File: src/rtl/uart_tx_arbiter.sv
// Purpose: round-robin scheduler sharing one UART Transmitter among NUM_REQ byte sources;
//          latches the winner's byte and times the whole serial frame, because the Transmitter has no busy/done.
// Ports:   i_clk/i_rst (sync, active-high); i_req/i_req_data from producers; o_ack one-cycle accept pulse;
//          o_tx_start/o_tx_data to the Transmitter; o_busy while a frame runs; o_grant_idx last served requester.
// Latency: req in IDLE -> ack/tx_start at next edge; back-to-back grants T+1 cycles apart (T = frame + guard).
// Backpressure: requests seen during START/FRAME are neither acked nor queued; requesters simply hold req.
module uart_tx_arbiter #(
  parameter int NUM_REQ      = 4,
  parameter int CLKS_PER_BIT = 10416,
  parameter int FRAME_BITS   = 10,
  parameter int GUARD_CLKS   = 0,
  localparam int IW          = (NUM_REQ > 1) ? $clog2(NUM_REQ) : 1
) (
  input  logic                 i_clk,
  input  logic                 i_rst,
  input  logic [NUM_REQ-1:0]   i_req,
  input  logic [8*NUM_REQ-1:0] i_req_data,
  output logic [NUM_REQ-1:0]   o_ack,
  output logic                 o_tx_start,
  output logic [7:0]           o_tx_data,
  output logic                 o_busy,
  output logic [IW-1:0]        o_grant_idx
);

  localparam int T_CLKS = FRAME_BITS * CLKS_PER_BIT + GUARD_CLKS;
  localparam int TW     = $clog2(T_CLKS + 1);

  localparam logic [TW-1:0] CPB_W   = TW'(CLKS_PER_BIT);
  localparam logic [TW-1:0] T_W     = TW'(T_CLKS);
  localparam logic [IW:0]   NREQ_W  = (IW+1)'(NUM_REQ);

  typedef enum logic [1:0] {
    S_IDLE  = 2'd0,
    S_START = 2'd1,
    S_FRAME = 2'd2
  } state_t;

  state_t               r_state;
  logic [NUM_REQ-1:0]   r_ack;
  logic                 r_tx_start;
  logic [7:0]           r_tx_data;
  logic                 r_busy;
  logic [IW-1:0]        r_grant_idx;
  logic [IW-1:0]        r_rr_ptr;
  logic [TW-1:0]        r_timer;

  state_t               w_state_nxt;
  logic [NUM_REQ-1:0]   w_ack_nxt;
  logic                 w_tx_start_nxt;
  logic [7:0]           w_tx_data_nxt;
  logic                 w_busy_nxt;
  logic [IW-1:0]        w_grant_idx_nxt;
  logic [IW-1:0]        w_rr_ptr_nxt;
  logic [TW-1:0]        w_timer_nxt;

  logic                 w_found;
  logic [IW-1:0]        w_win;
  logic [NUM_REQ-1:0]   w_win_oh;
  logic [7:0]           w_win_byte;
  logic [IW:0]          w_cand;
  logic [IW:0]          w_rr_inc;

  // Round-robin search: walk rr_ptr, rr_ptr+1, ... (mod NUM_REQ) and take the first pending request.
  // The candidate sum never exceeds 2*NUM_REQ-2, so one conditional subtract implements the wrap.
  always_comb begin
    w_found    = 1'b0;
    w_win      = '0;
    w_win_oh   = '0;
    w_cand     = '0;
    w_win_byte = 8'h00;
    for (int i = 0; i < NUM_REQ; i++) begin
      w_cand = {1'b0, r_rr_ptr} + (IW+1)'(i);
      if (w_cand >= NREQ_W) begin
        w_cand = w_cand - NREQ_W;
      end
      if (!w_found && i_req[w_cand[IW-1:0]]) begin
        w_found                    = 1'b1;
        w_win                      = w_cand[IW-1:0];
        w_win_oh[w_cand[IW-1:0]]   = 1'b1;
      end
    end
    for (int j = 0; j < NUM_REQ; j++) begin
      if (w_win_oh[j]) begin
        w_win_byte = i_req_data[8*j +: 8];
      end
    end
  end

  // Pointer moves just past the requester that was served, wrapping NUM_REQ-1 -> 0.
  always_comb begin
    w_rr_inc = {1'b0, r_grant_idx} + (IW+1)'(1);
    if (w_rr_inc == NREQ_W) begin
      w_rr_inc = '0;
    end
  end

  // Next-state and registered-output values. The timer counts cycles since the grant edge
  // (value 1 right after it), so START ends at CLKS_PER_BIT and the frame ends at T.
  always_comb begin
    w_state_nxt     = r_state;
    w_ack_nxt       = '0;
    w_tx_start_nxt  = r_tx_start;
    w_tx_data_nxt   = r_tx_data;
    w_busy_nxt      = r_busy;
    w_grant_idx_nxt = r_grant_idx;
    w_rr_ptr_nxt    = r_rr_ptr;
    w_timer_nxt     = r_timer;
    case (r_state)
      S_IDLE: begin
        if (w_found) begin
          w_ack_nxt       = w_win_oh;
          w_tx_data_nxt   = w_win_byte;
          w_grant_idx_nxt = w_win;
          w_tx_start_nxt  = 1'b1;
          w_busy_nxt      = 1'b1;
          w_timer_nxt     = TW'(1);
          w_state_nxt     = S_START;
        end
      end
      S_START: begin
        w_timer_nxt = r_timer + TW'(1);
        // Start is held a full bit time so the Transmitter's baud sampler cannot miss it.
        if (r_timer == CPB_W) begin
          w_tx_start_nxt = 1'b0;
          w_state_nxt    = S_FRAME;
        end
      end
      S_FRAME: begin
        w_timer_nxt = r_timer + TW'(1);
        if (r_timer == T_W) begin
          w_busy_nxt   = 1'b0;
          w_rr_ptr_nxt = w_rr_inc[IW-1:0];
          w_timer_nxt  = '0;
          w_state_nxt  = S_IDLE;
        end
      end
      default: begin
        w_tx_start_nxt = 1'b0;
        w_busy_nxt     = 1'b0;
        w_timer_nxt    = '0;
        w_state_nxt    = S_IDLE;
      end
    endcase
  end

  always_ff @(posedge i_clk) begin
    if (i_rst) begin
      r_state     <= S_IDLE;
      r_ack       <= '0;
      r_tx_start  <= 1'b0;
      r_tx_data   <= 8'h00;
      r_busy      <= 1'b0;
      r_grant_idx <= '0;
      r_rr_ptr    <= '0;
      r_timer     <= '0;
    end else begin
      r_state     <= w_state_nxt;
      r_ack       <= w_ack_nxt;
      r_tx_start  <= w_tx_start_nxt;
      r_tx_data   <= w_tx_data_nxt;
      r_busy      <= w_busy_nxt;
      r_grant_idx <= w_grant_idx_nxt;
      r_rr_ptr    <= w_rr_ptr_nxt;
      r_timer     <= w_timer_nxt;
    end
  end

  assign o_ack       = r_ack;
  assign o_tx_start  = r_tx_start;
  assign o_tx_data   = r_tx_data;
  assign o_busy      = r_busy;
  assign o_grant_idx = r_grant_idx;

endmodule

File: config.mk
export PLATFORM = sky130hd
export DESIGN_NAME = uart_tx_arbiter
export DESIGN_NICKNAME = d
export VERILOG_FILES = /design/src/rtl/uart_tx_arbiter.sv
export SDC_FILE = /design/constraint.sdc
export NUM_CORES = 1
export LEC_CHECK = 0
export CELL_PAD_IN_SITES_DETAIL_PLACEMENT = 1
export CELL_PAD_IN_SITES_GLOBAL_PLACEMENT = 2
export CORE_MARGIN = 2
export CORE_UTILIZATION = 34
export CTS_CLUSTER_SIZE = 25
export DETAILED_ROUTE_END_ITERATION = 8
export PLACE_DENSITY = 0.85
export SYNTH_ARGS = -nofsm -noshare
export SYNTH_HDL_FRONTEND = slang
export SYNTH_SLANG_ARGS = --single-unit
File: constraint.sdc
create_clock -name i_clk -period 6.6 [get_ports i_clk]
set_input_delay 1.98 -clock i_clk [delete_from_list [all_inputs] [get_ports i_clk]]
set_output_delay 1.98 -clock i_clk [all_outputs]
set_load 0.01 [all_outputs]
==> out/results.tsv <==
metric	value	unit
status	finished, final reports clean	
wirelength, routed	8865	um
cells after synthesis	342	
Global Route Usage Sum	19.87	%
critical path class	primary input to flop	
ys async rst share	0	%
PwrDens	153.9	nW/um^2
drc violations	0	
Post-synth EDFFs	0	
Die Area	9243	um^2
HPWL after DPL	6649	um
area of the mapped netlist	2887	um^2
Hold Fails Final Rpt	0	
vias	2810	
post-CTS setup buffers	0	
total congestion overflow	0	
Worst Skew	0.008102	ns
Rel. slew slack	22.00	%
share of layout cells above drive strength 1	10.55	%
global-route wire length before repair	14430	um
final period utilization	73.99	%
Max Slew Vio Count	0	
Num CTS Buffers	5	
clock tree from TritonCTS	built	
Fillers	997	
Cell Rows	33	
dpl cell area	3426	um^2
final setup violation count	0	
register bit count reported by yosys	37	
max-cap viol count	0	
clk sinks	37	
Initial DRC Count	115	
Synth Flop Type	dfxtp_1	
syn_area_per_cell	8.440	um^2
final instance area	3522	um^2
initial core utilization	35.13	%
P_leak	1.110	nW
Layout Nets	426	
drt via density	5.806	
Total Neg Setup Slack	0	ns
num ports	54	
Worst-Margin Slew	1.161	ns
Area Growth Syn to Fin	22.02	%
number of global-route vias before repair	2808	
Worst VDD drop	0.00008440	V
leading cell type in the layout, fill and taps excluded	clkdlybuf4s50_1	
worst skew pair latency	0.29	ns
DIE WIDTH	96.14	um
Worst EP required	6.82	ns
post-route ant nets	0	
WP data arrival	5.11	ns
largest net degree at the start of global routing	31	
Final min period	4.883	ns
clk slew on worst S/H paths	0.08	ns
yosys warns	0	
H-tree depth	2	
CP Max Fanout	16	
cts hold-fix bufs	0	
initial antenna violation count	0	
DR pass1 iterations	4	
CTS Buffer Depth	2	
clock root cell	clkbuf_8	
Ant. Diodes	0	
most frequent cells in the layout	clkdlybuf4s50_1 (53), dfxtp_1 (37), nand2_1 (30), o211ai_1 (27), nor2_1 (22)	
Die Span Y	96.14	um
post_cts resized	0	
RePlAce Congestion	0.8118	
core area	8217	um^2
Hold Path Class	flop to flop	
Setup crit end kind	flop	
fmax	204.8	MHz
per-cell routed wire length	18.32	um
Distinct cells, synth	62	
crit path launch type	primary input	
multi-input logic area	1978	um^2
Syn Nets	390	
sequential share of the synthesized area	25.66	%
RSZ-0062 raised after global routing	no	
number of buffers added on ports	53	
Sequential Area	740.7	um^2
==> path summary, 6_finish.rpt <==
kind / from / cells after the start / slack [ns] / to
setup / recovery: i_req[3] / 7 / 1.72 / o_tx_data[1]$_SDFFE_PP0P_
hold / removal: o_busy$_SDFFE_PP0P_ / 2 / 0.45 / o_busy$_SDFFE_PP0P_
setup reg to reg: r_rr_ptr[0]$_SDFFE_PP0P_ / 8 / 2.41 / o_tx_data[1]$_SDFFE_PP0P_
hold reg to reg: o_busy$_SDFFE_PP0P_ / 2 / 0.45 / o_busy$_SDFFE_PP0P_
==> where the power goes <==
part	leakage [nW]	switching, W	internal [W]
clock	0.0512	0.0000887	0.0000848
sequential	0.301	0.00000811	0.000233
combinational	0.758	0.0000628	0.0000649
total	1.11	0.000160	0.000382
==> per-layer routing <==
metal / wire [um] / share of wire (%) / vias up / GRT usage [%]
li1: - / - / 1388 / -
met1: 4070 / 46 / 1357 / 25.80
met2: 4253 / 48 / 61 / 34.26
met3: 493 / 5.6 / 4 / 3.524
met4: 47 / 0.53 / 0 / 4.286
met5: 0 / 0 / - / 0
==> metrics by stage <==
stage          power (W)  instances  utilization (%)  hold WS (ns)  setup WS, ns
3_5_place_dp   0.0003738        476            41.69        0.4447         1.457
3_3_place_gp   0.0003722        476            41.69        0.4387         1.581
4_1_cts        0.0005487        484            42.87        0.4547         1.760
6_report       0.0005419        484            42.87        0.4541         1.717
2_1_floorplan  0.0003173        342                -        0.4667         2.850
5_1_grt        0.0005695        484            42.87        0.4972         1.449
==> final cells by class <==
type,count,area share (%)
multi-input combinational,271,56.16
sequential,37,21.03
timing repair buffer,55,15.49
tap,105,3.730
clock buffer,6,2.345
inverter,8,0.8526
clock inverter,2,0.3908
==> flip-flops by register name (all words and copies together), names as in the netlist <==
register / flops
r_state: 2
o_busy: 1
o_grant_idx: 2
r_timer: 17
r_rr_ptr: 2
o_tx_start: 1
o_tx_data: 8
o_ack: 4
==> synth_stat cells, types with 3 or more instances <==
| cell type | count | share of area [%] |
|---|---|---|
| a211oi_1 | 10 | 2.6 |
| a21oi_1 | 20 | 3.5 |
| a2bb2oi_2 | 8 | 4.2 |
| a31oi_1 | 3 | 0.65 |
| and3_1 | 4 | 0.87 |
| buf_6 | 5 | 2.0 |
| clkbuf_1 | 17 | 2.2 |
| dfxtp_1 | 37 | 26 |
| ha_1 | 10 | 4.3 |
| inv_1 | 8 | 1.0 |
| mux2i_1 | 13 | 4.5 |
| mux4_2 | 3 | 2.3 |
| nand2_1 | 30 | 3.9 |
| nand2b_1 | 3 | 0.65 |
| nand3_1 | 13 | 2.3 |
| nand3b_1 | 4 | 1.0 |
| nand4_1 | 5 | 1.1 |
| nor2_1 | 22 | 2.9 |
| nor2b_1 | 5 | 1.1 |
| nor3_1 | 6 | 1.0 |
| nor4_1 | 9 | 2.0 |
| nor4b_1 | 8 | 2.4 |
| o211ai_1 | 27 | 7.0 |
| o21ai_0 | 8 | 1.4 |
| o21ai_1 | 3 | 0.52 |
| o221a_2 | 8 | 3.1 |
| or3_1 | 6 | 1.3 |
| xnor2_1 | 3 | 0.91 |
==> kinds of logic after synthesis <==
family,after synthesis,share of synthesized area [%]
xor+xnor,4,1.214
simple gates,130,25.23
fa+ha+maj,10,4.335
buf+inv,34,5.808
compound gates,110,30.52
mux,17,7.238
flops,37,25.66
==> worst max-delay path: stages <==
cell and delay (ns):
clkdlybuf4s50_1 0.83, or3b_1 0.40, a21boi_1 0.71, o21ai_1 0.50
nand2_1 0.40, a211oi_1 0.15, a2bb2oi_2 0.13
No activity file was read; power rests on OpenSTA's default activity.
